## src/rtl/fetch_pkg.sv

```systemverilog
// fetch_pkg: shared types and constants for the fetch pipe.
// Control-bundle bit taps, halt/NOP encodings, FSM states.
package fetch_pkg;

  localparam int unsigned CTRL_MEMREAD = 0;
  localparam int unsigned CTRL_FLAGWR  = 1;

  localparam logic [4:0]  HALT_OP = 5'b11111;
  localparam logic [15:0] NOP     = 16'h0000;

  typedef enum logic [1:0] {
    BOOT,
    RUN,
    HALT
  } state_t;

  typedef struct packed {
    logic [15:0] g1;
    logic [15:0] g2;
  } if_id_t;

  localparam if_id_t NOP_PAIR = '{g1: NOP, g2: NOP};

  function automatic logic is_halt(
    input logic [15:0] op
  );
    return op[15:11] == HALT_OP;
  endfunction

endpackage

```

## src/rtl/fetch_pipe_ctrl_if.sv

```systemverilog
// fetch_pipe_ctrl_if: hazard, imem and decoder bus.
// master = hazard unit/imem/decoder side, slave = fetch_pipe_ctrl.
interface fetch_pipe_ctrl_if #(
  parameter int unsigned PC_W   = 16,
  parameter int unsigned CTRL_W = 8
);

  logic              PCWrite;
  logic              IFWrite;
  logic              IDEX_ctrl_flush;
  logic              br_taken;
  logic [PC_W-1:0]   br_target;
  logic [PC_W-1:0]   imem_addr;
  logic [31:0]       imem_rdata;
  logic [15:0]       opcodeg1;
  logic [15:0]       opcodeg2;
  logic [PC_W-1:0]   IFID_pc;
  logic [CTRL_W-1:0] ctrl_in;
  logic [2:0]        rd_in;
  logic [CTRL_W-1:0] IDEX_ctrl;
  logic              IDEX_MemRead;
  logic              IDEX_flagWrite1;
  logic [2:0]        IDEX_rd;

  modport master (
    output PCWrite, IFWrite, IDEX_ctrl_flush,
    output br_taken, br_target,
    output imem_rdata, ctrl_in, rd_in,
    input  imem_addr, opcodeg1, opcodeg2,
    input  IFID_pc, IDEX_ctrl, IDEX_rd,
    input  IDEX_MemRead, IDEX_flagWrite1
  );

  modport slave (
    input  PCWrite, IFWrite, IDEX_ctrl_flush,
    input  br_taken, br_target,
    input  imem_rdata, ctrl_in, rd_in,
    output imem_addr, opcodeg1, opcodeg2,
    output IFID_pc, IDEX_ctrl, IDEX_rd,
    output IDEX_MemRead, IDEX_flagWrite1
  );

endinterface

```

## src/rtl/sat_counter16.sv

```systemverilog
// sat_counter16: 16-bit event counter, async clear.
// Counts inc pulses and sticks at 16'hFFFF.
module sat_counter16 (
  input  logic        clk,
  input  logic        rst_n,
  input  logic        inc,
  output logic [15:0] cnt
);

  logic [15:0] r_cnt;

  always_ff @(posedge clk or negedge rst_n) begin
    if (!rst_n) begin
      r_cnt <= '0;
    end else if (inc && (r_cnt != 16'hFFFF)) begin
      r_cnt <= r_cnt + 16'd1;
    end
  end

  assign cnt = r_cnt;

endmodule

```

## src/rtl/fetch_pipe_ctrl.sv

```systemverilog
// fetch_pipe_ctrl: PC, IF/ID pair and ID/EX ctrl registers.
// Applies hazard-unit stall/flush and EX branch redirect.
module fetch_pipe_ctrl
  import fetch_pkg::*;
#(
  parameter int unsigned     PC_W     = 16,
  parameter logic [PC_W-1:0] RESET_PC = '0,
  parameter int unsigned     CTRL_W   = 8
) (
  input  logic             clk,
  input  logic             rst_n,
  fetch_pipe_ctrl_if.slave bus,
  output logic             halted,
  output logic [15:0]      stall_cnt,
  output logic [15:0]      squash_cnt
);

  state_t            r_state;
  state_t            w_state_nxt;
  logic [PC_W-1:0]   r_pc;
  logic [PC_W-1:0]   r_ifid_pc;
  if_id_t            r_ifid;
  logic [CTRL_W-1:0] r_idex_ctrl;
  logic [2:0]        r_idex_rd;

  logic   w_run;
  logic   w_br;
  logic   w_adv;
  logic   w_ld;
  logic   w_h1;
  logic   w_h2;
  if_id_t w_fetch;

  assign w_run = (r_state == RUN);
  assign w_br  = w_run & bus.br_taken;
  assign w_adv = w_run & ~bus.br_taken;
  assign w_ld  = w_adv & bus.IFWrite;

  assign w_h1 = is_halt(bus.imem_rdata[31:16]);
  assign w_h2 = is_halt(bus.imem_rdata[15:0]);

  // Slot 2 after a slot-1 halt must never issue.
  always_comb begin
    w_fetch.g1 = bus.imem_rdata[31:16];
    w_fetch.g2 = w_h1 ? NOP : bus.imem_rdata[15:0];
  end

  always_ff @(posedge clk or negedge rst_n) begin
    if (!rst_n) begin
      r_state <= BOOT;
    end else begin
      r_state <= w_state_nxt;
    end
  end

  always_comb begin
    w_state_nxt = r_state;
    unique case (r_state)
      BOOT:    w_state_nxt = RUN;
      RUN: begin
        if (w_ld && (w_h1 || w_h2)) begin
          w_state_nxt = HALT;
        end
      end
      HALT:    w_state_nxt = HALT;
      default: w_state_nxt = BOOT;
    endcase
  end

  always_ff @(posedge clk or negedge rst_n) begin
    if (!rst_n) begin
      r_pc        <= RESET_PC;
      r_ifid      <= NOP_PAIR;
      r_ifid_pc   <= '0;
      r_idex_ctrl <= '0;
      r_idex_rd   <= '0;
    end else begin
      unique case (1'b1)
        w_br: begin
          r_pc        <= bus.br_target;
          r_ifid      <= NOP_PAIR;
          r_idex_ctrl <= '0;
          r_idex_rd   <= bus.rd_in;
        end
        w_adv: begin
          if (bus.PCWrite) begin
            r_pc <= r_pc + PC_W'(2);
          end
          if (bus.IFWrite) begin
            r_ifid    <= w_fetch;
            r_ifid_pc <= r_pc;
          end
          r_idex_ctrl <= bus.IDEX_ctrl_flush ?
                         '0 : bus.ctrl_in;
          r_idex_rd   <= bus.rd_in;
        end
        default: begin
          // BOOT and HALT: PC frozen, bubbles only.
          r_ifid      <= NOP_PAIR;
          r_idex_ctrl <= '0;
        end
      endcase
    end
  end

  sat_counter16 u_stall_cnt (
    .clk   (clk),
    .rst_n (rst_n),
    .inc   (w_adv & ~bus.PCWrite),
    .cnt   (stall_cnt)
  );

  sat_counter16 u_squash_cnt (
    .clk   (clk),
    .rst_n (rst_n),
    .inc   (w_br),
    .cnt   (squash_cnt)
  );

  assign bus.imem_addr       = r_pc;
  assign bus.opcodeg1        = r_ifid.g1;
  assign bus.opcodeg2        = r_ifid.g2;
  assign bus.IFID_pc         = r_ifid_pc;
  assign bus.IDEX_ctrl       = r_idex_ctrl;
  assign bus.IDEX_rd         = r_idex_rd;
  assign bus.IDEX_MemRead    = r_idex_ctrl[CTRL_MEMREAD];
  assign bus.IDEX_flagWrite1 = r_idex_ctrl[CTRL_FLAGWR];
  assign halted              = (r_state == HALT);

endmodule
```

## src/flat_wrapper.sv

```systemverilog
// flat-port wrapper written by rule: the top's interface ports become plain ports
module fetch_pipe_ctrl_flat import fetch_pkg::*;
#(
  parameter int unsigned     PC_W     = 16,
  parameter logic [PC_W-1:0] RESET_PC = '0,
  parameter int unsigned     CTRL_W   = 8
)
  (clk, rst_n, halted, stall_cnt, squash_cnt, bus_PCWrite, bus_IFWrite, bus_IDEX_ctrl_flush, bus_br_taken, bus_br_target, bus_imem_rdata, bus_ctrl_in, bus_rd_in, bus_imem_addr, bus_opcodeg1, bus_opcodeg2, bus_IFID_pc, bus_IDEX_ctrl, bus_IDEX_rd, bus_IDEX_MemRead, bus_IDEX_flagWrite1);
  fetch_pipe_ctrl_if #(.PC_W(PC_W), .CTRL_W(CTRL_W)) bus_i ();
  input  logic clk;
  input  logic rst_n;
  output logic halted;
  output logic [15:0] stall_cnt;
  output logic [15:0] squash_cnt;
  input wire logic [$bits(bus_i.PCWrite)-1:0] bus_PCWrite;
  input wire logic [$bits(bus_i.IFWrite)-1:0] bus_IFWrite;
  input wire logic [$bits(bus_i.IDEX_ctrl_flush)-1:0] bus_IDEX_ctrl_flush;
  input wire logic [$bits(bus_i.br_taken)-1:0] bus_br_taken;
  input wire logic [$bits(bus_i.br_target)-1:0] bus_br_target;
  input wire logic [$bits(bus_i.imem_rdata)-1:0] bus_imem_rdata;
  input wire logic [$bits(bus_i.ctrl_in)-1:0] bus_ctrl_in;
  input wire logic [$bits(bus_i.rd_in)-1:0] bus_rd_in;
  output wire logic [$bits(bus_i.imem_addr)-1:0] bus_imem_addr;
  output wire logic [$bits(bus_i.opcodeg1)-1:0] bus_opcodeg1;
  output wire logic [$bits(bus_i.opcodeg2)-1:0] bus_opcodeg2;
  output wire logic [$bits(bus_i.IFID_pc)-1:0] bus_IFID_pc;
  output wire logic [$bits(bus_i.IDEX_ctrl)-1:0] bus_IDEX_ctrl;
  output wire logic [$bits(bus_i.IDEX_rd)-1:0] bus_IDEX_rd;
  output wire logic [$bits(bus_i.IDEX_MemRead)-1:0] bus_IDEX_MemRead;
  output wire logic [$bits(bus_i.IDEX_flagWrite1)-1:0] bus_IDEX_flagWrite1;
  assign bus_i.PCWrite = bus_PCWrite;
  assign bus_i.IFWrite = bus_IFWrite;
  assign bus_i.IDEX_ctrl_flush = bus_IDEX_ctrl_flush;
  assign bus_i.br_taken = bus_br_taken;
  assign bus_i.br_target = bus_br_target;
  assign bus_i.imem_rdata = bus_imem_rdata;
  assign bus_i.ctrl_in = bus_ctrl_in;
  assign bus_i.rd_in = bus_rd_in;
  assign bus_imem_addr = bus_i.imem_addr;
  assign bus_opcodeg1 = bus_i.opcodeg1;
  assign bus_opcodeg2 = bus_i.opcodeg2;
  assign bus_IFID_pc = bus_i.IFID_pc;
  assign bus_IDEX_ctrl = bus_i.IDEX_ctrl;
  assign bus_IDEX_rd = bus_i.IDEX_rd;
  assign bus_IDEX_MemRead = bus_i.IDEX_MemRead;
  assign bus_IDEX_flagWrite1 = bus_i.IDEX_flagWrite1;
  fetch_pipe_ctrl #(.PC_W(PC_W), .RESET_PC(RESET_PC), .CTRL_W(CTRL_W)) u_core (.clk(clk), .rst_n(rst_n), .bus(bus_i), .halted(halted), .stall_cnt(stall_cnt), .squash_cnt(squash_cnt));
endmodule
```

## config.mk

```make
export PLATFORM = sky130hd
export DESIGN_NAME = fetch_pipe_ctrl_flat
export DESIGN_NICKNAME = d
export VERILOG_FILES = /design/src/rtl/fetch_pkg.sv /design/src/rtl/fetch_pipe_ctrl_if.sv /design/src/rtl/sat_counter16.sv /design/src/rtl/fetch_pipe_ctrl.sv /design/src/flat_wrapper.sv
export SDC_FILE = /design/constraint.sdc
export NUM_CORES = 1
export LEC_CHECK = 0
export BUFFER_PORTS_ARGS = -buffer_cell sky130_fd_sc_hd__buf_2
export CORE_MARGIN = 2
export CORE_UTILIZATION = 30
export DETAILED_ROUTE_END_ITERATION = 7
export MAX_ROUTING_LAYER = met4
export SLEW_MARGIN = 15
export SYNTH_ARGS = -nofsm -noshare
export SYNTH_HDL_FRONTEND = slang
export SYNTH_SLANG_ARGS = --single-unit
export TNS_END_PERCENT = 10
```

## constraint.sdc

```tcl
create_clock -name clk -period 2.2 [get_ports clk]
set_input_delay 0.22 -clock clk [delete_from_list [all_inputs] [get_ports clk]]
set_output_delay 0.22 -clock clk [all_outputs]
set_load 0.005 [all_outputs]
```

# Word level (Yosys, flattened, before mapping)
# Cells that the tools add are included.
op_classes:
  n_eq_ne: 9
  n_reduce_logical: 9
  n_bitwise: 6
  muxes: 9
  n_addsub: 3
op_table:
  columns: ["op", "count"]
  rows:
  - ["32-bit 2-to-1 mux", 2]
  - ["16-bit by 1-bit adder with 16-bit output, second input constant", 2]
  - ["16-bit 2-to-1 mux", 2]
  - ["16-bit != test, second input constant", 2]
  - ["16-bit one-hot mux with 2 select lines", 1]
  - ["16-bit by 2-bit adder with 16-bit output, second input constant", 1]
  - ["8-bit 2-to-1 mux", 2]
  - ["5-bit equality test, second input constant", 2]
  - ["2-bit != test, second input constant", 3]
  - ["2-bit one-hot mux with 3 select lines", 1]
  - ["1-bit bitwise AND", 4]
  - ["2-bit AND reduction", 2]
  - ["1-bit logical AND", 3]
  - ["2-bit by 1-bit equality test with 1-bit output, second input constant", 1]
  - ["2-bit equality test, second input constant", 1]
  - ["2-bit zero test", 1]
  - ["2-bit 2-to-1 mux", 1]
  - ["1-bit NOT", 2]
  - ["2-bit nonzero test", 1]
  - ["2-bit OR reduction", 1]
  - ["1-bit logical OR", 1]
totals:
  ff_bits: 109
  in_bits: 65

# Logic depth before layout (Yosys ltp)
depth:
  depth_word: 6
  ltp_mapped: 9
  mapped_depth_nobuf: 7

# By module
# Synthesis repeated with hierarchy kept, for this count alone.
unflattened:
  cells_unflattened: 440
  hier_area_um2: 5154.9
modules_own_cells:
  columns: ["mod", "area_per_inst_um2", "n_inst", "cells_each"]
  rows:
  - ["fetch_pipe_ctrl", 3435.8, 1, 296]
  - ["sat_counter16", 859.6, 2, 72]

# Worst setup path after synthesis
# Ideal clock, no wire load.
synth_path:
  path_type: "register to register"
  startpoint: "reg u_core.r_state[1]"
  endpoint: "reg u_core.u_stall_cnt.r_cnt[14] (netlist: u_core.u_stall_cnt.cnt[14])"
  t_arrival_ps: 1878
  path_stages_with_launch: 9
  path_slack_ps: 197
  period_less_slack_ps: 2003
  setup_time_ps: 126
  cell_sequence: "dfrtp_1 -> inv_1 -> ha_1 -> and2b_1 -> buf_4 -> nand2b_2 -> or3_4 -> or3_4 -> xnor2_2"
synth_between:
  elab_chain_len: 4
synth_lines:
  columns: ["item", "line", "source"]
  rows:
  - ["start, declared", "fetch_pipe_ctrl.sv:18", "state_t r_state;"]
  - ["start signal, assigned", "fetch_pipe_ctrl.sv:52", "r_state <= w_state_nxt;"]
  - ["2-bit by 1-bit equality test with 1-bit output", "fetch_pipe_ctrl.sv:34", "assign w_run = (r_state == RUN);"]
  - ["1-bit bitwise AND", "fetch_pipe_ctrl.sv:36", "assign w_adv = w_run & ~bus.br_taken;"]
  - ["1-bit bitwise AND", "fetch_pipe_ctrl.sv:109", ".inc (w_adv & ~bus.PCWrite),"]
  - ["1-bit logical AND", "sat_counter16.sv:15", "end else if (inc && (r_cnt != 16'hFFFF)) begin"]
  - ["end signal, assigned", "sat_counter16.sv:16", "r_cnt <= r_cnt + 16'd1;"]
  - ["end, declared", "sat_counter16.sv:10", "logic [15:0] r_cnt;"]
# No other way between the ends.
# A chain may end at the register's enable or synchronous reset.

# Worst setup path in the final report
# Same ends and word-level chain as after synthesis.

==> metrics.cfg <==
[final_layout]
area_delta_synth_final_pct=31.39
fill_cells=1607
layout_commonest_cell=buf_2
drive_gt1_share_pct=39.73
stdcell_area_um2=6311
fin_nets=666
layout_common_cells=173 x buf_2, 109 x dfrtp_1, 30 x nand3_1
final_cells=816
regArea_um2=2728
multi_input_area_um2=1983

[synth]
syn-instance-count=413
synth_seq_cells=109
synth_edf_count=0
synth_cell_types=45
async_flop_share_pct=100.0
seq_area_frac_synth_pct=56.79
yosys_warnings=0
netlist_area_um2=4803
avgSynthCellArea_um2=11.63
ys.flop_type=dfrtp_1
synth_fp_nets=485

[floorplan]
die_x_um=130.5
core.rowCount=46
dieArea_um2=17040
fp.coreArea_um2=15770
die_h_um=130.5
io_pins=175
initial_core_util_pct=30.46

[drt]
postRouteAntennaNets=0
first_pass_iters=4
drc_errors=0
wl_um=13230
via_per_inst=4.803
first_iter_violations=220
num_vias=3919
wl_per_cell_um=16.21

[placed_design]
port_buffers=174
dpl_cell_area_um2=5972
pre_cts_slack_ps=93.19
gp_congestion=0.7997
dpl.hpwl_um=9897
place_inst=798

[clock_tree]
cts_buffers=9
htreeDepth=3
insertion_delay_ps=360
clockBufferDepth=2
cts_root_buf=clkbuf_16
clk_pin_slew_ps=80
clock-sinks=109
cts_tree=done

[pwr]
finalPower_uw=6270
power.leakage_uw=0.003249
p_per_area_nw_per_um2=993.5
peakVddDrop_v=0.0005736

[critical_path]
r2r_slack_ps=170
crit_start=u_core.r_state[1]
r2r-start=u_core.r_state[1]
reg2reg_depth=7
crit_end=u_core.u_stall_cnt.cnt[14]
path_buf_inv=1
crit_chain=inv_1 > ha_1 > and2b_1 > nand2b_2 > or3_4 > or3_4 > xnor2_2
cp_common_cell=or3_4
cp.depth=7
startpoint_type=flop
critPathArrivalTime_ps=2260
path_delay_family=simple AND/OR/NAND/NOR gates
cp-end-kind=flop
crit_path_top_delay_cell=or3_4
r2r_end=u_core.u_stall_cnt.cnt[14]
crit_fanout=5
worst-setup-path-type=flop to flop
critPathRequiredTime_ps=2430
slowest_delay_ps=420

[flow_run]
maxCapViolations=0

[global_routing]
grt_pass1_wl_um=20380
grt-ovfl-total=0
grt_max_degree=38
grt_pass1_vias=3788
grt_usage_pct=16.09
antenna_found_initial=1

[sta]
setup_viol=0
hold_violations=0
finalCriticalPeriod_ps=2030
setup_slack_ps=170.2
slew_violations=0
setup_tns_ps=0
timing.final.crit_share_pct=92.26
rsz0062_at_grt=false
clock.fmax_ghz=0.4927
slew_headroom_pct=57.59
worst_slew_pin_slew_ps=629.5
finClkSkew_ps=7.532

[status]
status=finished, final reports clean

[hold_path]
min-delay-path-class=input port to flop

metal layers:
layer | global-route usage [%] | vias up | share of wire [%] | wire, um
met5 | - | - | 0 | 0
met4 | 6.446 | 0 | 1.8 | 237
met3 | 2.850 | 17 | 5.2 | 683
met2 | 25.49 | 122 | 48 | 6287
met1 | 20.55 | 1931 | 45 | 6016
li1 | - | 1849 | - | -
what timing repair did:
| item | in CTS | in global routing |
|---|---|---|
| endpoints found under the setup margin | 0 | 23 |
| buffers inserted | 0 | 0 |
| hold buffers | 1 | 0 |
| resized for setup | 0 | 4 |
| endpoints found under the hold margin | 34 | 0 |
worst min path at each step:
| stage | from | to | slack [ps] | depth (start not counted) |
|---|---|---|---|---|
| global placement | rst_n | u_core.bus.IDEX_ctrl[4] | 220 | 1 |
| detailed placement | rst_n | u_core.bus.IDEX_ctrl[4] | 230 | 1 |
| global route | bus_ctrl_in[0] | u_core.bus.IDEX_ctrl[0] | 60 | 2 |
| floorplan | rst_n | u_core.bus.IDEX_ctrl[0] | -80 | 0 |
| CTS | bus_ctrl_in[0] | u_core.bus.IDEX_ctrl[0] | 60 | 2 |
| finish | bus_ctrl_in[0] | u_core.bus.IDEX_ctrl[0] | 70 | 2 |
cell usage after synthesis, types with 2 or more instances:
master,instances,area share (%)
nor4_1,5,0.65
nor2_1,32,2.5
xor2_1,12,2.2
a21oi_1,14,1.5
o21a_1,3,0.47
and2_1,9,1.2
and4_4,2,0.47
and2b_1,2,0.31
buf_2,5,0.52
ha_1,7,1.8
buf_4,3,0.47
nor3_1,7,0.73
mux2i_1,17,3.5
and3_1,10,1.3
o22ai_1,9,1.2
nand3_1,30,3.1
a31oi_1,2,0.26
mux2_2,24,5.6
a22o_1,15,2.7
o21ai_0,13,1.4
inv_1,5,0.39
and4_1,5,0.91
nand4_1,7,0.91
nand2b_1,2,0.26
a2bb2oi_1,3,0.55
or3_4,2,0.47
buf_1,3,0.23
nand2_1,18,1.4
dfrtp_1,109,57
xnor2_1,17,3.1
clkbuf_1,7,0.55
where the power goes:
part	internal [uW]	total, uW	switching [uW]
logic	856	1650	791
registers	2430	2890	457
clock network	919	1730	816
cells by family (layout without fill, tap and decap cells):
family	count (synthesis)	after routing	synth area share [%]
buffers and inverters	23	209	2.162
AOI/OAI and AO/OA	67	67	9.404
other	0	1	0
adders and majority gates	7	7	1.823
DFF	109	109	56.79
muxes	41	41	9.169
xor gates and xnor gates	30	30	5.626
and+or+nand+nor	136	136	15.03
flip-flops by register name, indices dropped and copies added, names as in the netlist:
register and cells:
u_core.u_stall_cnt.cnt 16, u_core.bus.IFID_pc 16, u_core.bus.opcodeg2 16, u_core.bus.IDEX_rd 3, u_core.u_squash_cnt.cnt 16, u_core.bus.opcodeg1 16
u_core.bus.imem_addr 16, u_core.bus.IDEX_ctrl 8, u_core.r_state 2
through the flow:
step           utilization, %  hold WS, ps
6_report                40.02        65.53
5_1_grt                 40.02        61.62
4_1_cts                 39.93        55.86
3_5_place_dp            37.87        230.3
3_3_place_gp            37.87        219.4
2_1_floorplan               -       -75.59
cell type report:
type                       instances  area share [%]
sequential                       109           43.22
multi-input combinational        281           31.42
timing repair buffer             188           15.74
tap                              216           4.282
clock buffer                       9           3.569
clock inverter                     7           1.427
inverter                           5          0.2974
antenna                            1         0.03965
Power figures use the tool's default switching activity.
